<file path="src/rtl/reg_file_arbiter.sv">
`default_nettype none
// ============================================================================
// Module   : reg_file_arbiter
// Purpose  : Shares one single-port register file between two requesters.
//            Round-robin arbitration with a req/ack handshake per requester.
//            Each access walks IDLE -> ISSUE -> CAPTURE -> DONE: the command
//            is latched on grant, one strobe cycle is issued, read data is
//            captured one cycle later, and a one-cycle Ack is returned.
// Ports    : CLK, RST            clock (rising edge), async active-high reset
//            Req/We/Addr/WrData  requester 0/1 command inputs
//            Ack0/1, RdData0/1   requester 0/1 completion pulse and read data
//            Rf_WrEn/Rf_RdEn/Rf_Address/Rf_WrData  register file command
//            Rf_RdData           register file read data (one cycle latency)
//            Busy                high whenever the sequencer is not idle
// Revision : 1.0  initial release
// ============================================================================
module reg_file_arbiter #(
  parameter int DATA_WIDTH = 16,
  parameter int ADDR_WIDTH = 3
) (
  input  logic                  CLK,
  input  logic                  RST,
  input  logic                  Req0,
  input  logic                  We0,
  input  logic [ADDR_WIDTH-1:0] Addr0,
  input  logic [DATA_WIDTH-1:0] WrData0,
  output logic                  Ack0,
  output logic [DATA_WIDTH-1:0] RdData0,
  input  logic                  Req1,
  input  logic                  We1,
  input  logic [ADDR_WIDTH-1:0] Addr1,
  input  logic [DATA_WIDTH-1:0] WrData1,
  output logic                  Ack1,
  output logic [DATA_WIDTH-1:0] RdData1,
  output logic                  Rf_WrEn,
  output logic                  Rf_RdEn,
  output logic [ADDR_WIDTH-1:0] Rf_Address,
  output logic [DATA_WIDTH-1:0] Rf_WrData,
  input  logic [DATA_WIDTH-1:0] Rf_RdData,
  output logic                  Busy
);

  typedef enum logic [1:0] {
    IDLE    = 2'd0,
    ISSUE   = 2'd1,
    CAPTURE = 2'd2,
    DONE    = 2'd3
  } state_t;

  state_t state, state_next;

  // owner: requester currently being served; ptr: requester that wins a tie
  logic owner, owner_next;
  logic ptr, ptr_next;
  logic we_lat, we_next;
  logic grant;

  logic                  ack0_next, ack1_next;
  logic                  wren_next, rden_next;
  logic [ADDR_WIDTH-1:0] addr_next;
  logic [DATA_WIDTH-1:0] wdata_next;
  logic [DATA_WIDTH-1:0] rd0_next, rd1_next;
  logic                  busy_next;

  always_ff @(posedge CLK or posedge RST) begin
    if (RST) begin
      state      <= IDLE;
      owner      <= 1'b0;
      ptr        <= 1'b0;
      we_lat     <= 1'b0;
      Ack0       <= 1'b0;
      Ack1       <= 1'b0;
      Rf_WrEn    <= 1'b0;
      Rf_RdEn    <= 1'b0;
      Rf_Address <= '0;
      Rf_WrData  <= '0;
      RdData0    <= '0;
      RdData1    <= '0;
      Busy       <= 1'b0;
    end else begin
      state      <= state_next;
      owner      <= owner_next;
      ptr        <= ptr_next;
      we_lat     <= we_next;
      Ack0       <= ack0_next;
      Ack1       <= ack1_next;
      Rf_WrEn    <= wren_next;
      Rf_RdEn    <= rden_next;
      Rf_Address <= addr_next;
      Rf_WrData  <= wdata_next;
      RdData0    <= rd0_next;
      RdData1    <= rd1_next;
      Busy       <= busy_next;
    end
  end

  // Every output is registered, so each value below is what the output
  // shows during the cycle spent in state_next.
  always_comb begin
    state_next = state;
    owner_next = owner;
    ptr_next   = ptr;
    we_next    = we_lat;
    grant      = 1'b0;
    ack0_next  = 1'b0;
    ack1_next  = 1'b0;
    wren_next  = 1'b0;
    rden_next  = 1'b0;
    addr_next  = Rf_Address;
    wdata_next = Rf_WrData;
    rd0_next   = RdData0;
    rd1_next   = RdData1;

    case (state)
      IDLE: begin
        if (Req0 || Req1) begin
          // Tie goes to the pointer; a lone requester always wins.
          grant      = (Req0 && Req1) ? ptr : Req1;
          owner_next = grant;
          ptr_next   = ~grant;
          we_next    = grant ? We1 : We0;
          addr_next  = grant ? Addr1 : Addr0;
          wdata_next = grant ? WrData1 : WrData0;
          // Strobe is raised on entry to ISSUE.
          wren_next  = we_next;
          rden_next  = ~we_next;
          state_next = ISSUE;
        end
      end
      ISSUE: begin
        state_next = CAPTURE;
      end
      CAPTURE: begin
        // Rf_RdData now reflects the read strobed during ISSUE.
        if (!we_lat) begin
          if (owner) rd1_next = Rf_RdData;
          else       rd0_next = Rf_RdData;
        end
        ack0_next  = ~owner;
        ack1_next  = owner;
        state_next = DONE;
      end
      DONE: begin
        state_next = IDLE;
      end
      default: begin
        state_next = IDLE;
      end
    endcase

    busy_next = (state_next != IDLE);
  end

endmodule
`default_nettype wire

</file>
<file path="config.mk">
export PLATFORM = sky130hd
export DESIGN_NAME = reg_file_arbiter
export DESIGN_NICKNAME = d
export VERILOG_FILES = /design/src/rtl/reg_file_arbiter.sv
export SDC_FILE = /design/constraint.sdc
export NUM_CORES = 1
export LEC_CHECK = 0
export ABC_CLOCK_PERIOD_IN_PS = 2150
export BUFFER_PORTS_ARGS = -buffer_cell sky130_fd_sc_hd__buf_2
export CELL_PAD_IN_SITES_DETAIL_PLACEMENT = 1
export CELL_PAD_IN_SITES_GLOBAL_PLACEMENT = 2
export CORE_ASPECT_RATIO = 2
export CORE_MARGIN = 5
export CORE_UTILIZATION = 29
export CTS_CLUSTER_DIAMETER = 120
export CTS_CLUSTER_SIZE = 14
export DETAILED_ROUTE_END_ITERATION = 7
export MAX_ROUTING_LAYER = met4
export PLACE_DENSITY_LB_ADDON = 0.15
export SLEW_MARGIN = 10
export SYNTH_ARGS = -nofsm -noshare
export SYNTH_HDL_FRONTEND = slang
export SYNTH_SLANG_ARGS = --single-unit
</file>
<file path="constraint.sdc">
create_clock -name CLK -period 2.15 [get_ports CLK]
set_clock_uncertainty 0.2 [all_clocks]
set_input_delay 0.215 -clock CLK [delete_from_list [all_inputs] [get_ports CLK]]
set_output_delay 0.215 -clock CLK [all_outputs]
set_load 0.1 [all_outputs]
</file>
Word level (Yosys, flattened, before mapping)
Index checks and enable logic that the tools add are counted. Widths: inputs -> output; s select.

Flip-flop bits (word level): 61. Output and inout port bits: 56.

Equal/unequal tests: 3. Multiplexer cells: 12. Bitwise operators: 4. Reductions and logical operators: 7.

Operator list (count): $mux 16 (1); $mux 1 (8); $pmux 2 s4 (1); $reduce_and 3->1 (2); $eq 2x2->1 const B (2); $not 1->1 (4); $mux 3 (1); $eq 2x1->1 const B (1); $logic_not 2->1 (1); $mux 2 (1); $reduce_and 2->1 (1); $reduce_bool 2->1 (1); $logic_and 1x1->1 (1); $logic_or 1x1->1 (1).

Longest topological paths before layout
Depth in word-level cells: 6. Gate-level depth with buffers: 6. Gate-level depth less buffers: 5.

Least setup slack after synthesis
No wires, ideal clock.

Path kind: register to register. Start: register state[0]. End: register RdData0[0]. Library setup time: 0.125 ns. Arrival time: 1.483 ns. Required time: 1.825 ns. Slack: 0.342 ns. Stages on the path, launching flop included: 6. Buffers on the path: 1. Path through: dfrtp_1 > inv_1 > ha_1 > nor3b_4 > buf_6 > mux2_2.

Cells in the longest elaborated chain, start to end: 2.

RTL lines: start, declared (RTL line 50) `state_t state, state_next;`; start signal, assigned (RTL line 81) `state <= state_next;`; $eq 2x2->1 (RTL line 114) `case (state)`; $reduce_and 3->1 (no line); end signal, assigned (RTL line 91) `RdData0 <= rd0_next;`; end, declared (RTL line 28) `output logic [DATA_WIDTH-1:0] RdData0,`.

Every way passes these cells. A chain may end at the register's enable or synchronous reset.

Worst setup path in the final report
Start: register state[0]. End: register RdData1[0].

Cells in the longest elaborated chain, start to end: 2.

RTL lines: $eq 2x2->1 (RTL line 114); $reduce_and 3->1 (no line); end signal, assigned (RTL line 92) `RdData1 <= rd1_next;`; end, declared (RTL line 34) `output logic [DATA_WIDTH-1:0] RdData1,`.

Every way passes these cells.

==> flow_summary.toml <==
[run_status]
status = "completed"

[global_route]
grt_max_degree = 62
grt_pass1_wl_um = 11800
grt_pass1_vias = 2431
gr-usage-all-layers = 0.153
grt.overflow.total = 0
antenna_found_initial = 0

[detailed_routing]
drc_errors = 0
vias = 2053
routed_wl_um = 7320
avgViaCountPerCell = 4.58
first_pass_iters = 3
wl_per_cell_um = 16.3
ant_nets = 0
initialDrtViolationCount = 23

[floorplanning]
floorplan.die_area_um2 = 10500
fp.dieW_um = 74.9
start_util = 0.295
fp.dieH_um = 140
core_um2 = 8290
io_pins = 116
num_rows = 47

[clock_tree]
clk_pin_slew_worst_paths_ns = 0.05
tritoncts = "done"
clock-sinks = 61
postCtsSetupBuffers = 0
clk_latency_ns = 0.31
cts_buffers = 9
htreeDepth = 3
cts_root_buf = "clkbuf_16"
ctsLongestPathBuffers = 2

[worst_hold_path]
hold_path_depth = 4
hold_path_end = "Rf_WrEn"
holdCritStartpoint = "We1"
hold_path.class = "primary input to register"

[yosys]
async_flop_share = 1.00
yosysWarnings = 0
synth_cells = 168
synth_top_area_share = 0.624
synth_nets = 230
synth_seq_cells = 61
synth-edff-count = 0
yosysSeqAreaShare = 0.624
syn_area_per_cell_um2 = 14.6
yosys-top-cells-area = "dfrtp_1 62%, mux2_2 15%, a221o_1 7.8%"
netlist_area_um2 = 2440
synth_top_area_cell = "dfrtp_1"
yosysUniqueCellTypes = 26
yosys_most_used_dff = "dfrtp_1"

[timing]
final.period_utilization = 0.868
tightest_slew_ns = 0.841
max-slew-margin-rel = 0.439
fmax_ghz = 0.536
rsz0062_at_grt = "no"
setup_tns_ns = 0
hold_viol = 0
slew_violations = 0
setup_viol = 0
min_period_ns = 1.87

[critical_path]
rrSetupSlack_ns = 0.28
path_max_fanout = 16
slowest_stage = "mux2_2"
start_kind = "register"
worstReg2RegEnd = "RdData1[0]"
reg2reg_from = "state[0]"
worstPathArrival_ns = 1.86
crit_required_ns = 2.15
r2r_cells = 4
crit_buf_inv = 1
crit_chain = "inv_1 > ha_1 > nand3_2 > mux2_2"
critPathKind = "register to register"
critPathMaxStageDelay_ns = 0.43
critical-path-top-delay-family = "multiplexers"
endpoint_kind = "register"

[job]
cap_violations = 0

[place]
globalplace.congestion = 0.720
place_hpwl_um = 4990
port_buffers = 115

[layout]
drive_gt1_frac = 0.494
syn2layout_area_growth_pct = 63.7
nets = 407
n_fill_cell = 890
antenna_cells = 0
==> cells in the mapped netlist (all sizes together) (2+ instances only) <==
| cell | n |
|---|---|
| a21o | 2 |
| a21oi | 2 |
| a221o | 19 |
| and2 | 20 |
| buf | 6 |
| clkbuf | 2 |
| dfrtp | 61 |
| ha | 2 |
| inv | 4 |
| mux2 | 32 |
| nand2 | 2 |
| nor2 | 3 |
| nor2b | 2 |
==> tightest hold or removal path, stage by stage <==
cell and delay, ns:
buf_2 0.08, nand2_1 0.06, nor2_1 0.09, o21ba_2 0.13
==> cells in the final DEF, fill, tap and decap left out, types with 3 or more instances in the layout <==
cell / count
buf_4: 3
inv_1: 3
clkbuf_16: 9
and2_1: 20
dlygate4sd3_1: 55
clkbuf_8: 3
buf_2: 115
nor2_1: 3
dfrtp_1: 61
mux2_2: 32
a221o_1: 19
==> through the flow <==
stage / area (um^2) / setup slack (ns) / hold WS [ns] / std cells / util
6_report: 4000 / 0.283 / 0.0906 / 448 / 0.483
5_1_grt: 4000 / 0.156 / 0.110 / 448 / 0.483
4_1_cts: 4000 / 0.222 / 0.0844 / 448 / 0.483
3_5_place_dp: 3140 / 0.226 / 0.116 / 377 / 0.378
3_3_place_gp: 3140 / 0.250 / 0.108 / 377 / 0.378
2_1_floorplan: 2440 / 0.222 / 0.160 / 168 / -
==> sequential cells by signal, indices dropped and copies added, names as in the netlist <==
name,cells
RdData0,16
RdData1,16
Rf_WrData,16
Rf_Address,3
state,2
Ack0,1
Ack1,1
Busy,1
Rf_RdEn,1
Rf_WrEn,1
owner,1
ptr,1
we_lat,1
==> how the worst max path moves through the flow <==
| stage | from | to | slack [ns] | cells after the start |
|---|---|---|---|---|
| finish | state[0] | RdData1[0] | 0.28 | 4 |
| global route | state[0] | RdData1[8] | 0.16 | 4 |
| CTS | state[0] | RdData1[0] | 0.22 | 4 |
| detailed placement | state[0] | RdData1[0] | 0.23 | 4 |
| global placement | state[0] | RdData1[1] | 0.25 | 4 |
| floorplan | RST | Ack0 | 0.22 | 1 |
==> logic make-up (layout without fill, tap and decap cells) <==
group           Yosys count  count (layout)  synth area share
fa+ha+maj                 2               2            0.0102
compound gates           28              28             0.105
flops                    61              61             0.624
buf+inv                  12             194            0.0271
simple gates             33              33            0.0855
mux                      32              32             0.147
==> final cells by class <==
class | count | area (um^2) | area share
Clock buffer | 13 | 270 | 0.0675
Timing Repair Buffer | 174 | 1170 | 0.292
Inverter | 4 | 15.0 | 0.00375
Multi-Input combinational cell | 95 | 856 | 0.214
Sequential cell | 61 | 1530 | 0.381
Tap cell | 98 | 123 | 0.0306
Clock inverter | 3 | 42.5 | 0.0106
==> what timing repair did <==
action                    in CTS  in global routing
gates resized for setup        0                  0
hold buffers                  55                  0
hold endpoints to repair     112                  0
==> per-layer routing <==
| metal | global-route usage | vias to the layer above | share of wire |
|---|---|---|---|
| li1 | - | 958 | - |
| met1 | 0.151 | 996 | 0.34 |
| met2 | 0.272 | 78 | 0.57 |
| met3 | 0.0368 | 21 | 0.053 |
| met4 | 0.0666 | 0 | 0.032 |
| met5 | - | - | 0 |
Power is left out: the tool's default activity adds up to more than one toggle a clock period on the data nets, which glitch-free logic cannot reach.
